<file path="src/rtl/bcd_seg_display_if.sv">
// rtl/bcd_seg_display_if.sv - request/result bundle between the IO registers and the segment converter
interface bcd_seg_display_if #(
   parameter int WIDTH    = 16,
   parameter int DIGITS   = 3,
   parameter int CHANNELS = 2
);
   logic                         sample;
   logic                         hex_mode;
   logic                         blank_lz;
   logic [CHANNELS*WIDTH-1:0]    values;
   logic                         busy;
   logic                         done;
   logic [CHANNELS*DIGITS*7-1:0] display;

   modport master (
      output sample, hex_mode, blank_lz, values,
      input  busy, done, display
   );

   modport slave (
      input  sample, hex_mode, blank_lz, values,
      output busy, done, display
   );
endinterface

</file>
<file path="src/rtl/bcd_seg_display.sv">
// rtl/bcd_seg_display.sv - shared double-dabble engine driving active-low seven-segment digits
module bcd_seg_display #(
   parameter int WIDTH    = 16,
   parameter int DIGITS   = 3,
   parameter int CHANNELS = 2
) (
   input logic              clk,
   input logic              reset,
   bcd_seg_display_if.slave bus
);
   localparam int BCD_W  = DIGITS * 4;
   localparam int DIG_W  = DIGITS * 7;
   localparam int DISP_W = CHANNELS * DIG_W;
   localparam int IDX_W  = (CHANNELS > 1) ? $clog2(CHANNELS) : 1;
   localparam int CNT_W  = $clog2(WIDTH + 1);

   function automatic logic [63:0] ipow(input int base, input int exp);
      logic [63:0] r;
      r = 64'd1;
      for (int i = 0; i < exp; i++) r = r * 64'(base);
      return r;
   endfunction

   localparam logic [63:0] DEC_LIMIT = ipow(10, DIGITS);
   localparam logic [63:0] HEX_LIMIT = ipow(16, DIGITS);

   function automatic logic [6:0] seg_decode(input logic [3:0] n);
      case (n)
         4'h0: return 7'h40;
         4'h1: return 7'h79;
         4'h2: return 7'h24;
         4'h3: return 7'h30;
         4'h4: return 7'h19;
         4'h5: return 7'h12;
         4'h6: return 7'h02;
         4'h7: return 7'h78;
         4'h8: return 7'h00;
         4'h9: return 7'h18;
         4'hA: return 7'h08;
         4'hB: return 7'h03;
         4'hC: return 7'h27;
         4'hD: return 7'h21;
         4'hE: return 7'h06;
         default: return 7'h0E;
      endcase
   endfunction

   typedef enum logic [2:0] {S_IDLE, S_LOAD, S_SHIFT, S_ENCODE, S_COMMIT} state_t;

   state_t                    state, state_nxt;
   logic [IDX_W-1:0]          idx;
   logic [CNT_W-1:0]          cnt;
   logic [WIDTH-1:0]          bin;
   logic [BCD_W-1:0]          bcd;
   logic [BCD_W-1:0]          bcd_adj;
   logic                      ovf;
   logic [CHANNELS*WIDTH-1:0] vals_r;
   logic                      hex_r;
   logic                      blank_r;
   logic [DISP_W-1:0]         staging;
   logic [DISP_W-1:0]         display_r;
   logic                      done_r;
   logic [WIDTH-1:0]          chan_val;
   logic [63:0]               chan64;
   logic [DIG_W-1:0]          enc_word;
   logic [3:0]                enc_nib;
   logic                      enc_seen;

   assign chan_val = vals_r[int'(idx)*WIDTH +: WIDTH];
   assign chan64   = 64'(chan_val);

   always_ff @(posedge clk or negedge reset) begin
      if (!reset) state <= S_IDLE;
      else        state <= state_nxt;
   end

   always_comb begin
      state_nxt = state;
      case (state)
         S_IDLE:   if (bus.sample) state_nxt = S_LOAD;
         S_LOAD:   state_nxt = hex_r ? S_ENCODE : S_SHIFT;
         S_SHIFT:  if (cnt == CNT_W'(1)) state_nxt = S_ENCODE;
         S_ENCODE: state_nxt = (int'(idx) == CHANNELS - 1) ? S_COMMIT : S_LOAD;
         S_COMMIT: state_nxt = S_IDLE;
         default:  state_nxt = S_IDLE;
      endcase
   end

   always_comb begin
      bcd_adj = bcd;
      for (int d = 0; d < DIGITS; d++)
         if (bcd[d*4 +: 4] >= 4'd5) bcd_adj[d*4 +: 4] = bcd[d*4 +: 4] + 4'd3;
   end

   // Walk digits from the top so everything above the first nonzero nibble can be blanked.
   always_comb begin
      enc_word = '0;
      enc_nib  = '0;
      enc_seen = 1'b0;
      for (int d = DIGITS - 1; d >= 0; d--) begin
         enc_nib = bcd[d*4 +: 4];
         if (enc_nib != 4'd0) enc_seen = 1'b1;
         if (ovf)
            enc_word[d*7 +: 7] = 7'h3F;
         else if (blank_r && !enc_seen && d != 0)
            enc_word[d*7 +: 7] = 7'h7F;
         else
            enc_word[d*7 +: 7] = seg_decode(enc_nib);
      end
   end

   always_ff @(posedge clk or negedge reset) begin
      if (!reset) begin
         idx       <= '0;
         cnt       <= '0;
         bin       <= '0;
         bcd       <= '0;
         ovf       <= 1'b0;
         vals_r    <= '0;
         hex_r     <= 1'b0;
         blank_r   <= 1'b0;
         staging   <= '1;
         display_r <= '1;
         done_r    <= 1'b0;
      end else begin
         done_r <= 1'b0;
         case (state)
            S_IDLE: begin
               if (bus.sample) begin
                  vals_r  <= bus.values;
                  hex_r   <= bus.hex_mode;
                  blank_r <= bus.blank_lz;
                  idx     <= '0;
               end
            end
            S_LOAD: begin
               bin <= chan_val;
               cnt <= CNT_W'(WIDTH);
               ovf <= chan64 >= (hex_r ? HEX_LIMIT : DEC_LIMIT);
               bcd <= hex_r ? chan64[BCD_W-1:0] : '0;
            end
            S_SHIFT: begin
               bcd <= {bcd_adj[BCD_W-2:0], bin[WIDTH-1]};
               bin <= bin << 1;
               cnt <= cnt - CNT_W'(1);
            end
            S_ENCODE: begin
               staging[int'(idx)*DIG_W +: DIG_W] <= enc_word;
               if (int'(idx) != CHANNELS - 1) idx <= idx + IDX_W'(1);
            end
            S_COMMIT: begin
               display_r <= staging;
               done_r    <= 1'b1;
            end
            default: ;
         endcase
      end
   end

   assign bus.busy    = (state != S_IDLE);
   assign bus.done    = done_r;
   assign bus.display = display_r;
endmodule

</file>
<file path="src/flat_wrapper.sv">
// flat-port wrapper written by rule: the top's interface ports become plain ports
module bcd_seg_display_flat 
#(
   parameter int WIDTH    = 16,
   parameter int DIGITS   = 3,
   parameter int CHANNELS = 2
)
  (clk, reset, bus_sample, bus_hex_mode, bus_blank_lz, bus_values, bus_busy, bus_done, bus_display);
  bcd_seg_display_if #(.WIDTH(WIDTH), .DIGITS(DIGITS), .CHANNELS(CHANNELS)) bus_i ();
  input logic clk;
  input logic reset;
  input wire logic [$bits(bus_i.sample)-1:0] bus_sample;
  input wire logic [$bits(bus_i.hex_mode)-1:0] bus_hex_mode;
  input wire logic [$bits(bus_i.blank_lz)-1:0] bus_blank_lz;
  input wire logic [$bits(bus_i.values)-1:0] bus_values;
  output wire logic [$bits(bus_i.busy)-1:0] bus_busy;
  output wire logic [$bits(bus_i.done)-1:0] bus_done;
  output wire logic [$bits(bus_i.display)-1:0] bus_display;
  assign bus_i.sample = bus_sample;
  assign bus_i.hex_mode = bus_hex_mode;
  assign bus_i.blank_lz = bus_blank_lz;
  assign bus_i.values = bus_values;
  assign bus_busy = bus_i.busy;
  assign bus_done = bus_i.done;
  assign bus_display = bus_i.display;
  bcd_seg_display #(.WIDTH(WIDTH), .DIGITS(DIGITS), .CHANNELS(CHANNELS)) u_core (.clk(clk), .reset(reset), .bus(bus_i));
endmodule
</file>
<file path="config.mk">
export PLATFORM = sky130hd
export DESIGN_NAME = bcd_seg_display_flat
export DESIGN_NICKNAME = d
export VERILOG_FILES = /design/src/rtl/bcd_seg_display_if.sv /design/src/rtl/bcd_seg_display.sv /design/src/flat_wrapper.sv
export SDC_FILE = /design/constraint.sdc
export NUM_CORES = 1
export LEC_CHECK = 0
export CORE_MARGIN = 2
export CORE_UTILIZATION = 57
export DETAILED_ROUTE_END_ITERATION = 16
export GPL_TIMING_DRIVEN = 0
export PLACE_DENSITY = 0.82
export SYNTH_ARGS = -nofsm -noshare
export SYNTH_HDL_FRONTEND = slang
export SYNTH_SLANG_ARGS = --single-unit
</file>
<file path="constraint.sdc">
create_clock -name clk -period 2.62 [get_ports clk]
set_input_delay 0.524 -clock clk [delete_from_list [all_inputs] [get_ports clk]]
set_output_delay 0.524 -clock clk [all_outputs]
set_load 0.05 [all_outputs]
</file>
==> summary.md <==
| Metric | Value |
|---|---|
| Pwr Density | 1420 nW/um^2 |
| Yosys top cell area share | 28.6% |
| Number of enable flip-flop cells after synthesis | 0 |
| Seq pwr share | 36.0% |
| Tcrit/Tclk final | 87.7% |
| Post-synth ARST share | 100% |
| Achievable frequency | 435 MHz |
| Total Routing Usage GR | 24.5% |
| CP Data Required Time | 2.10 ns |
| # IOs | 81 |
| First-pass GRT wire length | 28000 um |
| Crit path depth | 1 |
| Largest cells by area after synthesis | dfstp_2, dfrtp_1, mux2_2, mux2_4, nand2_1 |
| Layout Nets | 823 |
| DIE HEIGHT | 120 um |
| Die width | 120 um |
| Busiest grt layer | met2 |
| Core Area | 13200 um^2 |
| Clk sinks | 157 |
| Hold_buf cts | 0 |
| Largest net degree at the start of global routing | 110 |
| Setup crit start kind | register |
| Post-CTS Setup Bufs | 0 |
| Status | finished clean |
| Detailed placement HPWL | 11800 um |
| Met1 Usage GRT | 32.5% |
| Total Routed Length | 16600 um |
| Crit path max-delay family | buffers and inverters |
| Initial Util | 58.2% |
| Internal power | 0.00789 W |
| Min Hold Slack | 0.0486 ns |
| Die area | 14500 um^2 |
| Clk Latency, worst-skew pair | 0.42 ns |
| Inst Count DP | 921 |
| Vias in the first global route | 5507 |
| Post-synthesis cell count | 664 |
| RSZ-0062 raised after global routing | no |
| DRC viols | 0 |
| Worst path bufs/invs | 1 |
| Synthesis-to-layout area growth | 20.8% |
| Post_cts resized | 0 |
| Layout Skew | 0.00742 ns |
| HP Class | in -> async |
| Max Transition Viols Final | 0 |
| Switching portion of total power | 40.1% |
| Antenna cells | 0 |
| Fin cells | 953 |
| Reg2reg path depth | 8 |
| Mapped Nets | 723 |
| Rows | 42 |
| Mapped cell area | 7710 um^2 |
| Final setup vio count | 0 |
| Initial antenna violation count | 0 |
| Clock Pin Slew Worst Setup and Hold Paths | 0.06 ns |
| CP cell instances | clkdlybuf4s50_1 |
| Critical Path AT | 1.77 ns |
| Fin. Hold Viols | 0 |
| Share of layout cells above drive strength 1 | 30.0% |
| Port-buffer cells | 80 |
| Maximum vdd drop | 0.619 mV |
| Clock network fraction of total power | 17.5% |
| Routed Antenna Nets | 0 |
| M2 GR Usage | 40.7% |
| Distinct cells, synth | 60 |
| GPL Wtd Cong | 0.847 |
| Vias/cell | 5.78 |
| Sequential area share after synthesis | 52.3% |
| Gr ovfl total | 0 |
| First drt pass iteration count | 5 |
| DRT iter0 DRCs | 437 |
| Syn Area/Cell | 11.6 um^2 |
| Cell leakage power | 3.95 nW |
| Post-synth top flop | dfstp_2 |
| Clock root buffer | clkbuf_16 |
| GR Layer Usage met3 | 4.06% |
| Synthesis-stage register bit count | 157 |
| Psw | 0.00529 W |
| Max_slew headroom | 54.6% |
| Least-Margin Pin Slew | 0.678 ns |
| Maximum clock path buffer count | 2 |
| Fin crit period | 2.30 ns |
| WS Path Type | reg -> out |
| Number of H-tree levels | 4 |
| Num CTS Buffers | 17 |
| Vias | 5513 |
| Worst path max stage delay | 0.80 ns |
| CP Capture Type | primary output |
| Crit-path max FO | 2 |
| Slowest stage cell, crit path | clkdlybuf4s50_1 |
| CTS tree | yes |
| Largest area contributor in the netlist | dfstp_2 |
| Comb pwr share | 46.5% |
| Max-cap violations | 0 |
| Routed wire per std cell | 17.5 um |
| Yosys warns | 0 |
## metrics by stage
step / total power, W / worst slack [ns] / setup TNS, ns / utilization (%) / area (um^2)
4_1_cts: 0.0132 / 0.0114 / 0 / 70.3 / 9310
5_1_grt: 0.0140 / 0.277 / 0 / 70.3 / 9320
6_report: 0.0132 / 0.322 / 0 / 70.3 / 9320
3_3_place_gp: 0.0105 / -4.77 / -594.82 / 65.9 / 8730
2_1_floorplan: 0.00911 / 0.585 / 0 / - / 7710
3_5_place_dp: 0.0108 / 0.341 / 0 / 66.2 / 8760
## kinds of logic after synthesis
| logic type | share of synthesized area (%) |
|---|---|
| muxes | 16.7 |
| DFF | 52.3 |
| AOI/OAI and AO/OA | 11.4 |
| adders and majority gates | 3.57 |
| and+or+nand+nor | 10.8 |
| buffers and inverters | 4.66 |
| xor gates and xnor gates | 0.568 |
## cell usage in the layout (no fill, tap or decap), types with 15 or more instances in the layout
cell,Yosys,routed
ha_1,22,22
a211oi_1,18,18
nor2_1,29,29
dfrtp_1,73,73
clkbuf_1,18,21
nand2_1,86,86
mux2i_1,24,24
inv_1,22,22
clkbuf_16,0,17
clkdlybuf4s50_1,0,78
o21ai_0,60,60
a21oi_1,21,21
mux2_4,28,28
nor3_1,15,15
dfstp_2,84,84
mux2_2,54,54
## layout make-up
type | count | area, um^2
tap | 176 | 220
buffer | 42 | 277
multi-input combinational | 443 | 3320
clock inverter | 10 | 86.3
inverter | 22 | 82.6
sequential | 157 | 4030
fill | 924 | 3930
timing repair buffer | 81 | 832
clock buffer | 22 | 464
## power by group through the flow
| stage | clock (W) | combinational, W | sequential, W |
|---|---|---|---|
| floorplan | 0 | 0.00361 | 0.00550 |
| global placement | 0 | 0.00585 | 0.00468 |
| detailed placement | 0 | 0.00607 | 0.00476 |
| CTS | 0.00233 | 0.00614 | 0.00474 |
| global route | 0.00246 | 0.00665 | 0.00489 |
| finish | 0.00231 | 0.00613 | 0.00475 |
## flip-flops by register name, summed over array words and instances (netlist names)
register	count
u_core.bus.display	42
u_core.staging	42
u_core.vals_r	32
u_core.bin	16
u_core.bcd	12
u_core.cnt	5
u_core.state	3
u_core.blank_r	1
u_core.bus.done	1
u_core.hex_r	1
u_core.idx	1
u_core.ovf	1
## path summary, 6_finish.rpt
| check | to | slack, ns | start |
|---|---|---|---|
| setup / recovery | bus_display[21] | 0.32 | u_core.bus.display[21]$_DFFE_PN1P_ |
| hold / removal | u_core.blank_r$_DFFE_PN0P_ | 0.05 | reset |
| setup reg to reg | u_core.ovf$_DFFE_PN0P_ | 0.35 | u_core.idx$_DFFE_PN0P_ |
| hold reg to reg | u_core.staging[17]$_DFFE_PN1P_ | 0.48 | u_core.staging[17]$_DFFE_PN1P_ |
| max in group asynchronous | u_core.staging[24]$_DFFE_PN1P_ | 1.74 | reset |
| min in group clk | u_core.staging[17]$_DFFE_PN1P_ | 0.48 | u_core.staging[17]$_DFFE_PN1P_ |
## routing by layer
metal / vias to the layer above / share of wire (%)
li1: 2562 / -
met1: 2746 / 44
met2: 177 / 50
met3: 28 / 3.9
met4: 0 / 2.0
met5: - / 0
## cell usage after synthesis (3+ instances only)
cell type  instances
buf_2              8
o21ai_1            3
mux2_4            28
o211ai_1           8
buf_12             3
nor2b_1            7
buf_6              5
a211oi_1          18
a21o_1             3
a21oi_1           21
nor3_1            15
mux2i_1           24
nor2_1            29
nand3_1            8
o31ai_1            3
buf_4              6
xnor2_1            4
nand2_1           86
mux2_2            54
clkbuf_1          18
dfrtp_1           73
inv_1             22
nand2b_1           4
ha_1              22
or4_1              3
dfstp_2           84
o22ai_1            4
o21ai_0           60
(Power assumes the default switching activity.)
